<file path="src/rtl/alu_word_seq_if.sv">
// alu_word_seq_if
// Bundles the three buses of the 16-bit word sequencer:
//   req_*  : request handshake (op, operands, carry, decimal flags, word/byte)
//   alu_*  : byte pass issued to the shared 8-bit alu_unit and its results
//   rsp_*  : registered 16-bit result with C/V/Z/N flags and handshake
// slave  : sequencer side (alu_word_seq)
// master : requester plus alu_unit side
interface alu_word_seq_if;
  logic        req_valid;
  logic        req_ready;
  logic [2:0]  req_op;
  logic [15:0] req_a;
  logic [15:0] req_b;
  logic        req_c;
  logic        req_dec_add;
  logic        req_dec_sub;
  logic        req_word;

  logic [7:0]  alu_a;
  logic [7:0]  alu_b;
  logic [2:0]  alu_op;
  logic        alu_c_in;
  logic        alu_dec_add;
  logic        alu_dec_sub;
  logic [7:0]  alu_out;
  logic        alu_carry;
  logic        alu_overflow;

  logic        rsp_valid;
  logic        rsp_ready;
  logic [15:0] rsp_result;
  logic        rsp_c;
  logic        rsp_v;
  logic        rsp_z;
  logic        rsp_n;

  modport slave (
    input  req_valid, req_op, req_a, req_b, req_c, req_dec_add, req_dec_sub, req_word,
    output req_ready,
    output alu_a, alu_b, alu_op, alu_c_in, alu_dec_add, alu_dec_sub,
    input  alu_out, alu_carry, alu_overflow,
    output rsp_valid, rsp_result, rsp_c, rsp_v, rsp_z, rsp_n,
    input  rsp_ready
  );

  modport master (
    output req_valid, req_op, req_a, req_b, req_c, req_dec_add, req_dec_sub, req_word,
    input  req_ready,
    input  alu_a, alu_b, alu_op, alu_c_in, alu_dec_add, alu_dec_sub,
    output alu_out, alu_carry, alu_overflow,
    input  rsp_valid, rsp_result, rsp_c, rsp_v, rsp_z, rsp_n,
    output rsp_ready
  );
endinterface

</file>
<file path="src/rtl/alu_word_seq.sv">
// alu_word_seq
// Runs a 16-bit operation as one or two byte passes through the shared
// combinational 8-bit alu_unit, chaining carry between passes, and returns a
// registered 16-bit result with C/V/Z/N flags.
// Ports:
//   clk     : clock, rising edge
//   reset_n : asynchronous active-low reset
//   bus     : alu_word_seq_if.slave (req_*, alu_*, rsp_* buses)
// Op codes (kALU_*): ORA=0 AND=1 EOR=2 ADC=3 SBC=4 SHL=5 SHR=6 ASR=7.
module alu_word_seq (
  input logic           clk,
  input logic           reset_n,
  alu_word_seq_if.slave bus
);

  localparam logic [2:0] K_ALU_ORA = 3'd0;
  localparam logic [2:0] K_ALU_AND = 3'd1;
  localparam logic [2:0] K_ALU_ADC = 3'd3;
  localparam logic [2:0] K_ALU_SBC = 3'd4;
  localparam logic [2:0] K_ALU_SHR = 3'd6;
  localparam logic [2:0] K_ALU_ASR = 3'd7;

  typedef enum logic [1:0] {IDLE, PASS1, PASS2, DONE} state_t;

  state_t      state_q, state_d;

  logic [2:0]  op_q;
  logic [15:0] a_q, b_q;
  logic        c_q, dec_add_q, dec_sub_q, word_q;
  logic [7:0]  p1_out_q;
  logic        p1_carry_q;

  logic [15:0] result_q;
  logic        c_flag_q, v_flag_q, z_flag_q, n_flag_q;

  logic        accept, capture_rsp;
  logic        hi_first, is_addsub, dec_ok;
  logic [15:0] result_d;
  logic        c_d, v_d, z_d, n_d;

  assign accept      = (state_q == IDLE) && bus.req_valid;
  // A byte op finishes at the end of PASS1; a word op at the end of PASS2.
  assign capture_rsp = ((state_q == PASS1) && !word_q) || (state_q == PASS2);
  // Right shifts must walk from the high byte down so the shifted-out bit
  // of the high byte becomes the carry into the low byte.
  assign hi_first    = word_q && ((op_q == K_ALU_SHR) || (op_q == K_ALU_ASR));
  assign is_addsub   = (op_q == K_ALU_ADC) || (op_q == K_ALU_SBC);
  assign dec_ok      = is_addsub && !(dec_add_q && dec_sub_q);

  always_ff @(posedge clk or negedge reset_n) begin
    if (!reset_n) state_q <= IDLE;
    else          state_q <= state_d;
  end

  always_comb begin
    state_d = state_q;
    unique case (state_q)
      IDLE:    if (bus.req_valid) state_d = PASS1;
      PASS1:   state_d = word_q ? PASS2 : DONE;
      PASS2:   state_d = DONE;
      DONE:    if (bus.rsp_ready) state_d = IDLE;
      default: state_d = IDLE;
    endcase
  end

  assign bus.req_ready = (state_q == IDLE);
  assign bus.rsp_valid = (state_q == DONE);

  always_comb begin
    bus.alu_a       = '0;
    bus.alu_b       = '0;
    bus.alu_op      = K_ALU_ORA;
    bus.alu_c_in    = 1'b0;
    bus.alu_dec_add = 1'b0;
    bus.alu_dec_sub = 1'b0;
    if (state_q == PASS1) begin
      bus.alu_a       = hi_first ? a_q[15:8] : a_q[7:0];
      bus.alu_b       = hi_first ? b_q[15:8] : b_q[7:0];
      bus.alu_op      = op_q;
      bus.alu_c_in    = c_q;
      bus.alu_dec_add = dec_ok && dec_add_q;
      bus.alu_dec_sub = dec_ok && dec_sub_q;
    end else if (state_q == PASS2) begin
      bus.alu_a       = hi_first ? a_q[7:0] : a_q[15:8];
      bus.alu_b       = hi_first ? b_q[7:0] : b_q[15:8];
      // Low byte of a right shift is always a logical shift fed by the carry.
      bus.alu_op      = hi_first ? K_ALU_SHR : op_q;
      bus.alu_c_in    = p1_carry_q;
      bus.alu_dec_add = dec_ok && dec_add_q;
      bus.alu_dec_sub = dec_ok && dec_sub_q;
    end
  end

  always_comb begin
    if (state_q == PASS1) begin
      result_d = {8'h00, bus.alu_out};
      c_d      = bus.alu_carry;
    end else begin
      result_d = hi_first ? {p1_out_q, bus.alu_out} : {bus.alu_out, p1_out_q};
      // AND reports "result nonzero" in carry, so combine both bytes.
      c_d      = (op_q == K_ALU_AND) ? (p1_carry_q | bus.alu_carry) : bus.alu_carry;
    end
    // ADC/SBC never run high-first, so the finishing pass is the high byte.
    v_d = is_addsub && bus.alu_overflow;
    z_d = (result_d == 16'h0000);
    n_d = word_q ? result_d[15] : result_d[7];
  end

  always_ff @(posedge clk or negedge reset_n) begin
    if (!reset_n) begin
      op_q       <= K_ALU_ORA;
      a_q        <= '0;
      b_q        <= '0;
      c_q        <= 1'b0;
      dec_add_q  <= 1'b0;
      dec_sub_q  <= 1'b0;
      word_q     <= 1'b0;
      p1_out_q   <= '0;
      p1_carry_q <= 1'b0;
      result_q   <= '0;
      c_flag_q   <= 1'b0;
      v_flag_q   <= 1'b0;
      z_flag_q   <= 1'b0;
      n_flag_q   <= 1'b0;
    end else begin
      if (accept) begin
        op_q      <= bus.req_op;
        a_q       <= bus.req_a;
        b_q       <= bus.req_b;
        c_q       <= bus.req_c;
        dec_add_q <= bus.req_dec_add;
        dec_sub_q <= bus.req_dec_sub;
        word_q    <= bus.req_word;
      end
      if (state_q == PASS1) begin
        p1_out_q   <= bus.alu_out;
        p1_carry_q <= bus.alu_carry;
      end
      if (capture_rsp) begin
        result_q <= result_d;
        c_flag_q <= c_d;
        v_flag_q <= v_d;
        z_flag_q <= z_d;
        n_flag_q <= n_d;
      end
    end
  end

  assign bus.rsp_result = result_q;
  assign bus.rsp_c      = c_flag_q;
  assign bus.rsp_v      = v_flag_q;
  assign bus.rsp_z      = z_flag_q;
  assign bus.rsp_n      = n_flag_q;

endmodule

</file>
<file path="src/flat_wrapper.sv">
// flat-port wrapper written by rule: the top's interface ports become plain ports
module alu_word_seq_flat 
  (clk, reset_n, bus_req_valid, bus_req_op, bus_req_a, bus_req_b, bus_req_c, bus_req_dec_add, bus_req_dec_sub, bus_req_word, bus_req_ready, bus_alu_a, bus_alu_b, bus_alu_op, bus_alu_c_in, bus_alu_dec_add, bus_alu_dec_sub, bus_alu_out, bus_alu_carry, bus_alu_overflow, bus_rsp_valid, bus_rsp_result, bus_rsp_c, bus_rsp_v, bus_rsp_z, bus_rsp_n, bus_rsp_ready);
  alu_word_seq_if bus_i ();
  input logic clk;
  input logic reset_n;
  input wire logic [$bits(bus_i.req_valid)-1:0] bus_req_valid;
  input wire logic [$bits(bus_i.req_op)-1:0] bus_req_op;
  input wire logic [$bits(bus_i.req_a)-1:0] bus_req_a;
  input wire logic [$bits(bus_i.req_b)-1:0] bus_req_b;
  input wire logic [$bits(bus_i.req_c)-1:0] bus_req_c;
  input wire logic [$bits(bus_i.req_dec_add)-1:0] bus_req_dec_add;
  input wire logic [$bits(bus_i.req_dec_sub)-1:0] bus_req_dec_sub;
  input wire logic [$bits(bus_i.req_word)-1:0] bus_req_word;
  output wire logic [$bits(bus_i.req_ready)-1:0] bus_req_ready;
  output wire logic [$bits(bus_i.alu_a)-1:0] bus_alu_a;
  output wire logic [$bits(bus_i.alu_b)-1:0] bus_alu_b;
  output wire logic [$bits(bus_i.alu_op)-1:0] bus_alu_op;
  output wire logic [$bits(bus_i.alu_c_in)-1:0] bus_alu_c_in;
  output wire logic [$bits(bus_i.alu_dec_add)-1:0] bus_alu_dec_add;
  output wire logic [$bits(bus_i.alu_dec_sub)-1:0] bus_alu_dec_sub;
  input wire logic [$bits(bus_i.alu_out)-1:0] bus_alu_out;
  input wire logic [$bits(bus_i.alu_carry)-1:0] bus_alu_carry;
  input wire logic [$bits(bus_i.alu_overflow)-1:0] bus_alu_overflow;
  output wire logic [$bits(bus_i.rsp_valid)-1:0] bus_rsp_valid;
  output wire logic [$bits(bus_i.rsp_result)-1:0] bus_rsp_result;
  output wire logic [$bits(bus_i.rsp_c)-1:0] bus_rsp_c;
  output wire logic [$bits(bus_i.rsp_v)-1:0] bus_rsp_v;
  output wire logic [$bits(bus_i.rsp_z)-1:0] bus_rsp_z;
  output wire logic [$bits(bus_i.rsp_n)-1:0] bus_rsp_n;
  input wire logic [$bits(bus_i.rsp_ready)-1:0] bus_rsp_ready;
  assign bus_i.req_valid = bus_req_valid;
  assign bus_i.req_op = bus_req_op;
  assign bus_i.req_a = bus_req_a;
  assign bus_i.req_b = bus_req_b;
  assign bus_i.req_c = bus_req_c;
  assign bus_i.req_dec_add = bus_req_dec_add;
  assign bus_i.req_dec_sub = bus_req_dec_sub;
  assign bus_i.req_word = bus_req_word;
  assign bus_req_ready = bus_i.req_ready;
  assign bus_alu_a = bus_i.alu_a;
  assign bus_alu_b = bus_i.alu_b;
  assign bus_alu_op = bus_i.alu_op;
  assign bus_alu_c_in = bus_i.alu_c_in;
  assign bus_alu_dec_add = bus_i.alu_dec_add;
  assign bus_alu_dec_sub = bus_i.alu_dec_sub;
  assign bus_i.alu_out = bus_alu_out;
  assign bus_i.alu_carry = bus_alu_carry;
  assign bus_i.alu_overflow = bus_alu_overflow;
  assign bus_rsp_valid = bus_i.rsp_valid;
  assign bus_rsp_result = bus_i.rsp_result;
  assign bus_rsp_c = bus_i.rsp_c;
  assign bus_rsp_v = bus_i.rsp_v;
  assign bus_rsp_z = bus_i.rsp_z;
  assign bus_rsp_n = bus_i.rsp_n;
  assign bus_i.rsp_ready = bus_rsp_ready;
  alu_word_seq u_core (.clk(clk), .reset_n(reset_n), .bus(bus_i));
endmodule
</file>
<file path="config.mk">
export PLATFORM = sky130hd
export DESIGN_NAME = alu_word_seq_flat
export DESIGN_NICKNAME = d
export VERILOG_FILES = /design/src/rtl/alu_word_seq_if.sv /design/src/rtl/alu_word_seq.sv /design/src/flat_wrapper.sv
export SDC_FILE = /design/constraint.sdc
export NUM_CORES = 1
export LEC_CHECK = 0
export BUFFER_PORTS_ARGS = -buffer_cell sky130_fd_sc_hd__buf_2
export CORE_AREA = 2 2 91 93
export CTS_CLUSTER_DIAMETER = 200
export DETAILED_ROUTE_END_ITERATION = 12
export DIE_AREA = 0 0 93 95
export HOLD_SLACK_MARGIN = 0.12
export PLACE_DENSITY_LB_ADDON = 0.15
export SYNTH_ARGS = -nofsm -noshare
export SYNTH_HDL_FRONTEND = slang
export SYNTH_SLANG_ARGS = --single-unit
</file>
<file path="constraint.sdc">
create_clock -name clk -period 1.8 [get_ports clk]
set_input_delay 0.36 -clock clk [delete_from_list [all_inputs] [get_ports clk]]
set_output_delay 0.36 -clock clk [all_outputs]
set_load 0.05 [all_outputs]
</file>
**Word-level counts from Yosys, hierarchy flattened**

Cells that the tools add are included.
Widths: inputs -> output; s select.

- Register bits: 70
- Bits of input ports: 53
- Output and inout port bits: 44
- Word-level logic and storage cells: 68

- Equality and inequality tests: 10
- Mux-type cells: 26
- Bitwise operators: 1
- Reduce and logical (&&, ||, !) cells: 16

Operator list:

| cell | count |
|---|---|
| $mux 8 | 8 |
| $mux 16 | 2 |
| $logic_not 16->1 | 1 |
| $mux 1 | 10 |
| $eq 3x3->1 const B | 3 |
| $mux 3 | 3 |
| $logic_and 1x1->1 | 8 |
| $pmux 2 s4 | 1 |
| $eq 2x2->1 const B | 2 |
| $mux 2 | 2 |
| $eq 3x1->1 const B | 1 |
| $eq 3x2->1 const B | 1 |
| $logic_or 1x1->1 | 3 |
| $eq 2x1->1 const B | 1 |
| $logic_not 1->1 | 2 |
| $logic_not 2->1 | 1 |
| $ne 2x1->1 const B | 1 |
| $ne 2x2->1 const B | 1 |
| $reduce_and 2->1 | 1 |
| $or 1x1->1 | 1 |

**Depth between registers and ports, before layout**

Gate-level depths: netlist (run 1).

- Depth in word-level cells: 6
- Mapped depth: 7
- Gate-level depth less buffers: 6

**Worst setup path before layout (run 1)**

OpenSTA, ideal clock, no wires.

- Path type: register to output
- Start: register u_core.state_q[1]
- End: output bus_alu_dec_add
- Arrival time: 2641 ps
- Required time: 1440 ps
- Slack: -1201 ps
- Stages on the path, launching flop included: 6
- Path buffers: 1
- Cells stage by stage: dfrtp_1 -> inv_1 -> ha_1 -> buf_2 -> nor2_1 -> nor4b_1

- Longest elaborated chain between the ends: 3
- Elaborated cells between the ends (all ways): 4
- Those cells by class: 2 x eq/ne; 2 x mux

RTL lines:

| what | line | text |
|---|---|---|
| start: declaration | alu_word_seq.sv:25 | `state_t state_q, state_d;` |
| start signal: assignment | alu_word_seq.sv:52 | `else state_q <= state_d;` |
| $eq 2x2->1 | alu_word_seq.sv:83 | `end else if (state_q == PASS2) begin` |
| $mux 1 | alu_word_seq.sv:83 |  |
| $mux 1 * | alu_word_seq.sv:76 | `if (state_q == PASS1) begin` |
| end: declaration | flat_wrapper.sv:20 | `output wire logic [$bits(bus_i.alu_dec_add)-1:0] bus_alu_dec_add;` |

Mark *: on every way between the ends. The rest lies on a longest branch, timed or not.

**Worst setup path after layout (run 1)**

- Start: register u_core.op_q[1]
- End: output bus_alu_b[2]

- Longest elaborated chain between the ends: 6
- Elaborated cells between the ends (all ways): 8
- Those cells by class: 2 x eq/ne; 4 x mux; 2 x reduce/logical

RTL lines:

| what | line | text |
|---|---|---|
| start: declaration | alu_word_seq.sv:27 | `logic [2:0] op_q;` |
| start signal: assignment | alu_word_seq.sv:127 | `op_q <= bus.req_op;` |
| $eq 3x3->1 | alu_word_seq.sv:46 | `assign hi_first = word_q && ((op_q == K_ALU_SHR) \|\| (op_q == K_ALU_ASR));` |
| $logic_or 1x1->1 * | alu_word_seq.sv:46 |  |
| $logic_and 1x1->1 * | alu_word_seq.sv:46 |  |
| $mux 8 | alu_word_seq.sv:85 | `bus.alu_b = hi_first ? b_q[7:0] : b_q[15:8];` |
| $mux 8 | alu_word_seq.sv:83 |  |
| $mux 8 * | alu_word_seq.sv:76 |  |
| end: declaration | flat_wrapper.sv:17 | `output wire logic [$bits(bus_i.alu_b)-1:0] bus_alu_b;` |

Marks and branches as above.

==> results of run 1 <==
## metrics by stage
stage	setup slack [ns]	area [µm²]	utilization	setup TNS, ns
3_5_place_dp	-0.0164	4590	0.579	-0.0170
4_1_cts	-0.342	5260	0.664	-5.63
3_3_place_gp	-0.0220	4590	0.579	-0.0391
5_1_grt	-0.353	5540	0.699	-7.08
6_report	-0.298	5540	0.699	-5.29
2_1_floorplan	-0.122	3840	-	-1.46
## sequential cells by signal, indices dropped and copies added (netlist names), 2 cells and up
name / count
u_core.a_q: 16
u_core.b_q: 16
u_core.bus.rsp_result: 16
u_core.op_q: 3
u_core.p1_out_q: 8
u_core.state_q: 2
## cell type report
cell class | count | area [µm²] | share of cell area
Multi-Input combinational cell | 218 | 2290 | 0.414
Clock buffer | 12 | 145 | 0.0262
Tap cell | 105 | 131 | 0.0237
Clock inverter | 4 | 70.1 | 0.0126
Sequential cell | 70 | 1750 | 0.316
Inverter | 6 | 22.5 | 0.00407
Timing Repair Buffer | 137 | 1130 | 0.203
## final timing paths
| kind | startpoint | end | slack, ns | cells past startpoint |
|---|---|---|---|---|
| max | u_core.op_q[1] | bus_alu_b[2] | -0.30 | 6 |
| min | bus_req_dec_add | u_core.dec_add_q | 0.25 | 2 |
| max reg2reg | u_core.state_q[1] | u_core.bus.rsp_z | -0.08 | 9 |
| min reg2reg | u_core.bus.rsp_result[14] | u_core.bus.rsp_result[14] | 0.48 | 2 |
| max in group asynchronous | reset_n | u_core.state_q[0] | 0.71 | 3 |
| min in group asynchronous | reset_n | u_core.dec_add_q | 0.52 | 2 |
## critical path, cell delays in order (launching register included)
cell and delay [ns]:
dfrtp_1 0.42, nand3_4 0.17, clkbuf_16 0.18, mux2_2 0.34, nand2_2 0.08, o21ai_4 0.05
buf_6 0.15
## what timing repair did
| item | CTS | global route |
|---|---|---|
| hold buffers | 1 | 0 |
| setup endpoints to repair | 23 | 37 |
| pin swaps | 14 | 10 |
| setup buffers | 4 | 7 |
| endpoints found under the hold margin | 36 | 0 |
| cloned | 2 | 1 |
| resized for setup | 96 | 50 |
## cells in the final DEF, fill, tap and decap left out, drive strengths merged, types with 2 or more instances in the layout
cell type,n
a21oi,7
a31oi,3
buf,134
bufinv,2
clkbuf,14
clkinv,2
dfrtp,70
ha,4
inv,6
mux2,63
mux2i,30
nand2,39
nor2,7
nor2b,6
nor3,5
nor4,3
nor4b,2
o21ai,35
o31ai,2
## routing by layer
metal / global-route usage / up-vias / wire [µm]
met5: 0 / - / 0
met4: 0.0772 / 0 / 110
li1: - / 1370 / -
met1: 0.261 / 1399 / 3910
met3: 0.0479 / 10 / 494
met2: 0.322 / 70 / 4540
## logic make-up (layout without fill, tap and decap cells)
group	count (synthesis)	in the layout
fa+ha+maj	4	4
buf+inv	25	159
flops	70	70
mux	93	93
compound gates	54	54
simple gates	67	67
==> run_results.csv, run 1 <==
group,metric,value,unit
outcome,status,"finished, violations left",
outcome,violations,"setup timing",
sta,setup_viol,23,
synth,yosysSeqAreaShare,0.491,
synth,yosysWarnings,0,
sta,relSlewSlack,0.663,
sta,max_freq,0.477,GHz
grt,grt_max_degree,40,
clock_network,cts_buffers,9,
grt,overflow,0,
floorplanning,io_pins,97,
worst_hold_path,hp-class,"in2reg",
sta,worst_slew_pin_slew,0.505,ns
job,maxCapViolCount,0,
grt,antenna_found_initial,0,
floorplanning,row_count,33,
grt,first_global_vias,2844,
synth,netlist.area_leader.share,0.491,
synth,synth-edff-count,0,
clock_network,clock-sinks,70,
route,drtAntennaViolNets,0,
place,placed_cells,522,
finish,num-fill-cells,580,
route,wl,9060,µm
setup_path,critPathCaptureType,"output port",
floorplanning,initial_core_util,0.450,
route,drc,0,
floorplanning,dieArea,8840,µm²
clock_network,cts_max_level,3,
synth,async_reset_ff_frac,1.00,
setup_path,critPathKind,"reg2out",
grt,grt_pass1_wl,13700,µm
synth,ys.flop_type,"dfrtp_1",
setup_path,worst_ep_required_time,1.44,ns
sta,rsz0062_at_grt,"true",
clock_network,root_buffer,"clkbuf_8",
place,place_congestion,0.781,
floorplanning,die_x,93,µm
finish,instances_no_fill,552,
synth,synth_compound_area_frac,0.0856,
finish,area_growth,55.4,%
sta,hold_viol,0,
grt,grtUsageTotal,0.199,
place,dp_hpwl,5910,µm
synth,synth_top_family_by_area,"multiplexers",
synth,synth_simple_gate_area_frac,0.0867,
synth,yosys_register_bits,70,
sta,period_needed,2.10,ns
clock_network,insertion_delay,0.34,ns
synth,synth_most_common_cell,"dfrtp_1",
synth,synth_xor_area_frac,0,
sta,holdWs,0.246,ns
sta,finalCritPeriodShare,1.17,
place,port_buffers,96,
route,routedWlPerCell,16.4,µm
clock_network,cts_tree,"done",
floorplanning,die_h,95,µm
synth,synth_cell_types,33,
synth,synth_area_leaders,"dfrtp_1 (49%), mux2_2 (20%), mux2i_1 (8.4%)",
route,detailedRoute.firstPassIterationCount,4,
route,viasPerCell,5.16,
clock_network,path_clk_slew,0.08,ns
clock_network,ctsLongestPathBuffers,2,
finish,layout.nets,499,
synth,synth_top_cell_by_area,"dfrtp_1",
synth,syn_avg_cell_area,11.4,µm²
synth,synthAdderAreaFrac,0.0140,
synth,synth_fp_nets,370,
sta,finClkSkew,0.00847,ns
setup_path,critPathMaxFanout,6,
synth,syn_area,3560,µm²
route,drt-initial-drc-count,61,
setup_path,start_kind,"flop",
setup_path,critPathArrivalTime,1.74,ns
route,vias,2849,
sta,drv_slew,0,
floorplanning,core-area,7930,µm²
sta,layout_setup_ws,-0.298,ns
synth,synth_commonest_cells,"dfrtp_1 (70), mux2_2 (63), nand2_1 (39), o21ai_0 (35), mux2i_1 (30)",
synth,synth.area.mux_share,0.283,
synth,syn_inst,313,
finish,n_antenna_cell,0,
finish,layout-drive-gt1-share,0.629,
Power of run 1 is left out: the tool's default activity adds up to more than one toggle a clock period on the data nets, which glitch-free logic cannot reach.
==> run 2: changes to the inputs <==
- CORE_AREA: 2 2 91 93 -> 2 2 93 95
- DIE_AREA: 0 0 93 95 -> 0 0 95 97
==> run 2 against run 1 <==
Sequential share of layout area rose by 0.31 points. The run still ends with setup timing left. Via count rose by 0.35%. Critical path depth did not move. Critical path type unchanged. Fmax fell by 0.42%. Routed wire length rose by 0.76%. Worst hold slack got worse by 0.0037 ns. Non-clock buffer count fell by 1. Final cell count fell by 0.18%. Die area rose by 4.3%. Cell area fell by 0.90%.
==> run_results.csv, run 2 (same netlist as run 1, synthesis figures left out) <==
group,metric,value,unit
outcome,violations,"setup timing",
outcome,status,"finished, violations left",
sta,hold_viol,0,
route,drtAntennaViolNets,0,
route,wl_met2,4650,µm
route,drc,0,
grt,grtUsageTotal,0.213,
sta,finClkSkew,0.0101,ns
finish,instances_no_fill,551,
floorplanning,core-area,8130,µm²
place,place_ws,-0.0515,ns
finish,final_common_cell,"buf_2",
sta,worst_slew_pin_slew,0.390,ns
setup_path,timing.rr.end,"u_core.a_q[8]",
sta,period_needed,2.11,ns
sta,setup_viol,22,
route,vias,2859,
sta,relSlewSlack,0.740,
route,viasPerCell,5.19,
setup_path,r2r_slack,0.16,ns
place,port_buffers,96,
setup_path,worst_ep_required_time,1.44,ns
clock_network,ctsLongestPathBuffers,2,
grt,first_global_vias,3078,
sta,finalCritPeriodShare,1.17,
sta,drv_slew,0,
grt,overflow,0,
sta,holdWs,0.243,ns
finish,mostFrequentLayoutCells,"buf_2 (72), dfrtp_1 (68), mux2_2 (52)",
route,detailedRoute.firstPassIterationCount,4,
floorplanning,row_count,33,
grt,antenna_found_initial,0,
floorplanning,dieArea,9220,µm²
setup_path,critPathArrivalTime,1.75,ns
setup_path,critPathCaptureType,"output port",
floorplanning,die_x,95,µm
place,dp_hpwl,5830,µm
finish,n_antenna_cell,0,
setup_path,path_cells,"nand3_4 -> buf_12 -> buf_16 -> mux2i_4 -> o21ai_4 -> buf_8",
clock_network,cts_buffers,9,
worst_hold_path,min_to,"u_core.b_q[0]",
place,place_congestion,0.738,
place,placed_cells,520,
job,maxCapViolCount,0,
sta,tns,-5.43,ns
setup_path,worst-r2r-cell-count,6,
finish,layout-drive-gt1-share,0.635,
route,routed.top_layer,"met4",
route,routedWlPerCell,16.6,µm
worst_hold_path,hp-start,"bus_req_b[0]",
setup_path,cp.buffers_inverters,3,
worst_hold_path,hp-class,"in2reg",
finish,area_growth,54.0,%
clock_network,cts_max_level,3,
clock_network,clock-sinks,70,
clock_network,path_clk_slew,0.08,ns
setup_path,crit_path_top_delay_cell,"dfrtp_1",
floorplanning,die_h,97,µm
sta,rsz0062_at_grt,"true",
worst_hold_path,min_path_cells,2,
setup_path,critPathKind,"reg2out",
setup_path,cpPeakStageDelay,0.41,ns
route,drt-initial-drc-count,48,
setup_path,start_kind,"flop",
floorplanning,initial_core_util,0.438,
grt,grt_max_degree,71,
sta,max_freq,0.475,GHz
route,wl,9120,µm
grt,grt_pass1_wl,15300,µm
clock_network,root_buffer,"clkbuf_8",
floorplanning,io_pins,97,
finish,layout.nets,498,
route,dr_wl_met3,392,µm
sta,layout_setup_ws,-0.307,ns
route,m1WireLength,3960,µm
setup_path,critPathMaxFanout,7,
setup_path,r2r_start,"u_core.state_q[0]",
clock_network,insertion_delay,0.35,ns
clock_network,cts_tree,"done",
setup_path,cp_top_family,"buffers and inverters",
-- run 2: cell count changes in the layout (fill, tap and decap cells not counted), moves of 3 or more --
cell        before  now
buf_6           24   31
buf_12           9    6
clkinvlp_4       0    3
nand2_4         10    7
mux2_4          14   11
o21ai_0         15   18
mux2_2          49   52
o21ai_1          3    0
buf_8            5    2
-- run 2: repair_timing --
action / CTS / global route
setup endpoints to repair: 22 / 62
hold endpoints to repair: 70 / 0
hold buffers: 1 / 0
buffers inserted: 10 / 3
pin swaps: 17 / 9
gates cloned: 4 / 0
resized for setup: 114 / 28
-- run 2: worst max path at each step --
stage	start	end	slack (ns)	depth (start not counted)
finish	u_core.op_q[2]	bus_alu_b[3]	-0.31	6
global route	u_core.op_q[2]	bus_alu_b[3]	-0.39	6
CTS	u_core.op_q[1]	bus_alu_b[0]	-0.39	7
detailed placement	u_core.state_q[1]	bus_alu_a[1]	-0.05	6
global placement	u_core.op_q[1]	bus_alu_a[3]	-0.03	6
floorplan	u_core.state_q[1]	bus_alu_dec_add	-0.12	5
-- run 2: layer usage --
layer / track usage / up-vias
met1: 0.272 / 1409
li1: - / 1378
met2: 0.357 / 62
met3: 0.0421 / 10
met5: 0 / -
met4: 0.0736 / 0
-- run 2: cell type report --
cell class	instances	area, µm²
multi-input combinational	218	2260
clock buffer	11	151
timing repair buffer	136	1110
fill	636	2650
clock inverter	5	57.6
sequential	70	1750
inverter	6	22.5
tap	105	131
-- run 2: per-stage QoR --
step / cell area (µm²) / utilization
after floorplan: 3840 / -
after global placement: 4540 / 0.559
after detailed placement: 4540 / 0.559
after CTS: 5390 / 0.663
after global routing: 5490 / 0.675
final: 5490 / 0.675
Power of run 2 is left out for the same reason.
==> run 3: changes to the inputs <==
- CTS_CLUSTER_SIZE: default -> 25
- PLACE_DENSITY_LB_ADDON: 0.15 -> 0.25
- clock period: 1.8 -> 2.67 ns (I/O delays scaled with it)
==> run 3 against run 2 <==
The run now ends clean. Flip-flop and latch count unchanged. Non-clock buffer count fell by 29. Count of clock-buffer cells in the layout decreased by 1. Global-route usage shrank 3.5 points. Register-to-register slack better by 0.49 ns. Critical path depth did not move. Via count decreased by 5.1%. First-iteration DRC count increased by 58%. Sequential share of layout area is 7.4 points higher. Critical endpoint is now bus_alu_a[3]. Highest routed layer unchanged.
==> run_results.csv, run 3 (same netlist as run 1, synthesis figures left out) <==
group,metric,value,unit
setup_path,critPathCaptureType,"output port",
sta,drv_slew,0,
finish,regArea,1750,µm²
floorplanning,dieArea,9220,µm²
setup_path,worst-r2r-cell-count,7,
sta,max_freq,0.401,GHz
sta,hold_viol,0,
setup_path,critPathKind,"reg2out",
finish,final_common_cell,"buf_2",
place,dp_hpwl,5550,µm
sta,setup_viol,0,
grt,grtUsageTotal,0.178,
setup_path,start_kind,"flop",
setup_path,critPathArrivalTime,1.96,ns
sta,holdWs,0.274,ns
finish,layout.nets,469,
finish,area_growth,24.9,%
setup_path,timing.rr.end,"u_core.bus.rsp_result[5]",
setup_path,critPathMaxFanout,31,
route,wl,7870,µm
floorplanning,die_h,97,µm
clock_network,ctsLongestPathBuffers,2,
route,routedWlPerCell,15.1,µm
setup_path,crit_end,"bus_alu_a[3]",
route,drt-initial-drc-count,76,
finish,num-fill-cells,741,
finish,fin_area,4450,µm²
clock_network,insertion_delay,0.34,ns
finish,n_antenna_cell,0,
place,place_congestion,0.813,
finish,mostFrequentLayoutCells,"buf_2 (96), dfrtp_1 (70), mux2_2 (63)",
setup_path,r2r_slack,0.65,ns
clock_network,cts_hold_buf,0,
floorplanning,initial_core_util,0.438,
grt,first_global_vias,2714,
grt,grt_max_degree,40,
floorplanning,core-area,8130,µm²
setup_path,critPathLaunch,"u_core.word_q",
route,viasPerCell,5.20,
sta,period_needed,2.50,ns
setup_path,r2r_start,"u_core.state_q[1]",
grt,antenna_found_initial,0,
clock_network,clock-sinks,70,
outcome,status,"finished, final reports clean",
clock_network,path_clk_slew,0.08,ns
route,vias,2712,
sta,finClkSkew,0.0116,ns
sta,worst_slew_pin_slew,0.815,ns
clock_network,cts_buffers,9,
finish,multi_input_area,1690,µm²
place,placed_area,4170,µm²
grt,overflow,0,
grt,grt_pass1_wl,12900,µm
clock_network,root_buffer,"clkbuf_8",
clock_network,cts_max_level,3,
floorplanning,die_x,95,µm
finish,layout-drive-gt1-share,0.456,
sta,relSlewSlack,0.456,
place,port_buffers,96,
route,drtAntennaViolNets,0,
worst_hold_path,hp-class,"in2async",
route,detailedRoute.firstPassIterationCount,4,
route,drc,0,
clock_network,cts_tree,"done",
finish,post-route-util,0.547,
sta,finalCritPeriodShare,0.935,
job,maxCapViolCount,0,
sta,rsz0062_at_grt,"false",
floorplanning,io_pins,97,
setup_path,worst_ep_required_time,2.14,ns
floorplanning,row_count,33,
-- run 3: stage by stage --
step                      cells  setup slack [ns]  TNS [ns]
after floorplan             313            -0.505     -1.01
after global placement      506             0.473         0
after detailed placement    506             0.450         0
after CTS                   522            0.0744         0
after global routing        522            0.0544         0
final                       522             0.174         0
-- run 3: layer usage --
metal  vias to the layer above  track usage  share of wire
met5                         -            0              0
met4                         0       0.0535         0.0070
met3                         5       0.0467          0.069
met2                        84        0.294           0.49
met1                      1314        0.228           0.43
li1                       1309            -              -
-- run 3: worst min path at each step --
stage	start	endpoint	slack, ns	cells past startpoint
6_report	reset_n	u_core.bus.rsp_result[0]	0.27	1
5_1_grt	reset_n	u_core.bus.rsp_result[0]	0.33	1
4_1_cts	reset_n	u_core.bus.rsp_result[0]	0.30	1
3_5_place_dp	u_core.bus.rsp_result[11]	u_core.bus.rsp_result[11]	0.46	2
3_3_place_gp	u_core.bus.rsp_result[0]	u_core.bus.rsp_result[0]	0.46	2
2_1_floorplan	reset_n	u_core.a_q[0]	0.24	0
-- run 3: repair_timing --
action | CTS | global route
resized for setup | 0 | 2
setup endpoints to repair | 0 | 11
buffers inserted | 0 | 0
-- run 3: area by class of cell --
class / count / area share
Timing Repair Buffer: 107 / 0.132
Multi-Input combinational cell: 218 / 0.379
Clock buffer: 10 / 0.0309
Clock inverter: 6 / 0.0298
Inverter: 6 / 0.00506
Tap cell: 105 / 0.0295
Sequential cell: 70 / 0.393
-- run 3: critical path, cell delays in order (launching register included) --
cell,delay (ns)
dfrtp_1,0.47
nand3_4,0.21
buf_12,0.23
mux2_2,0.35
nand2_1,0.06
o21ai_1,0.07
buf_2,0.22
Power of run 3 is left out for the same reason.
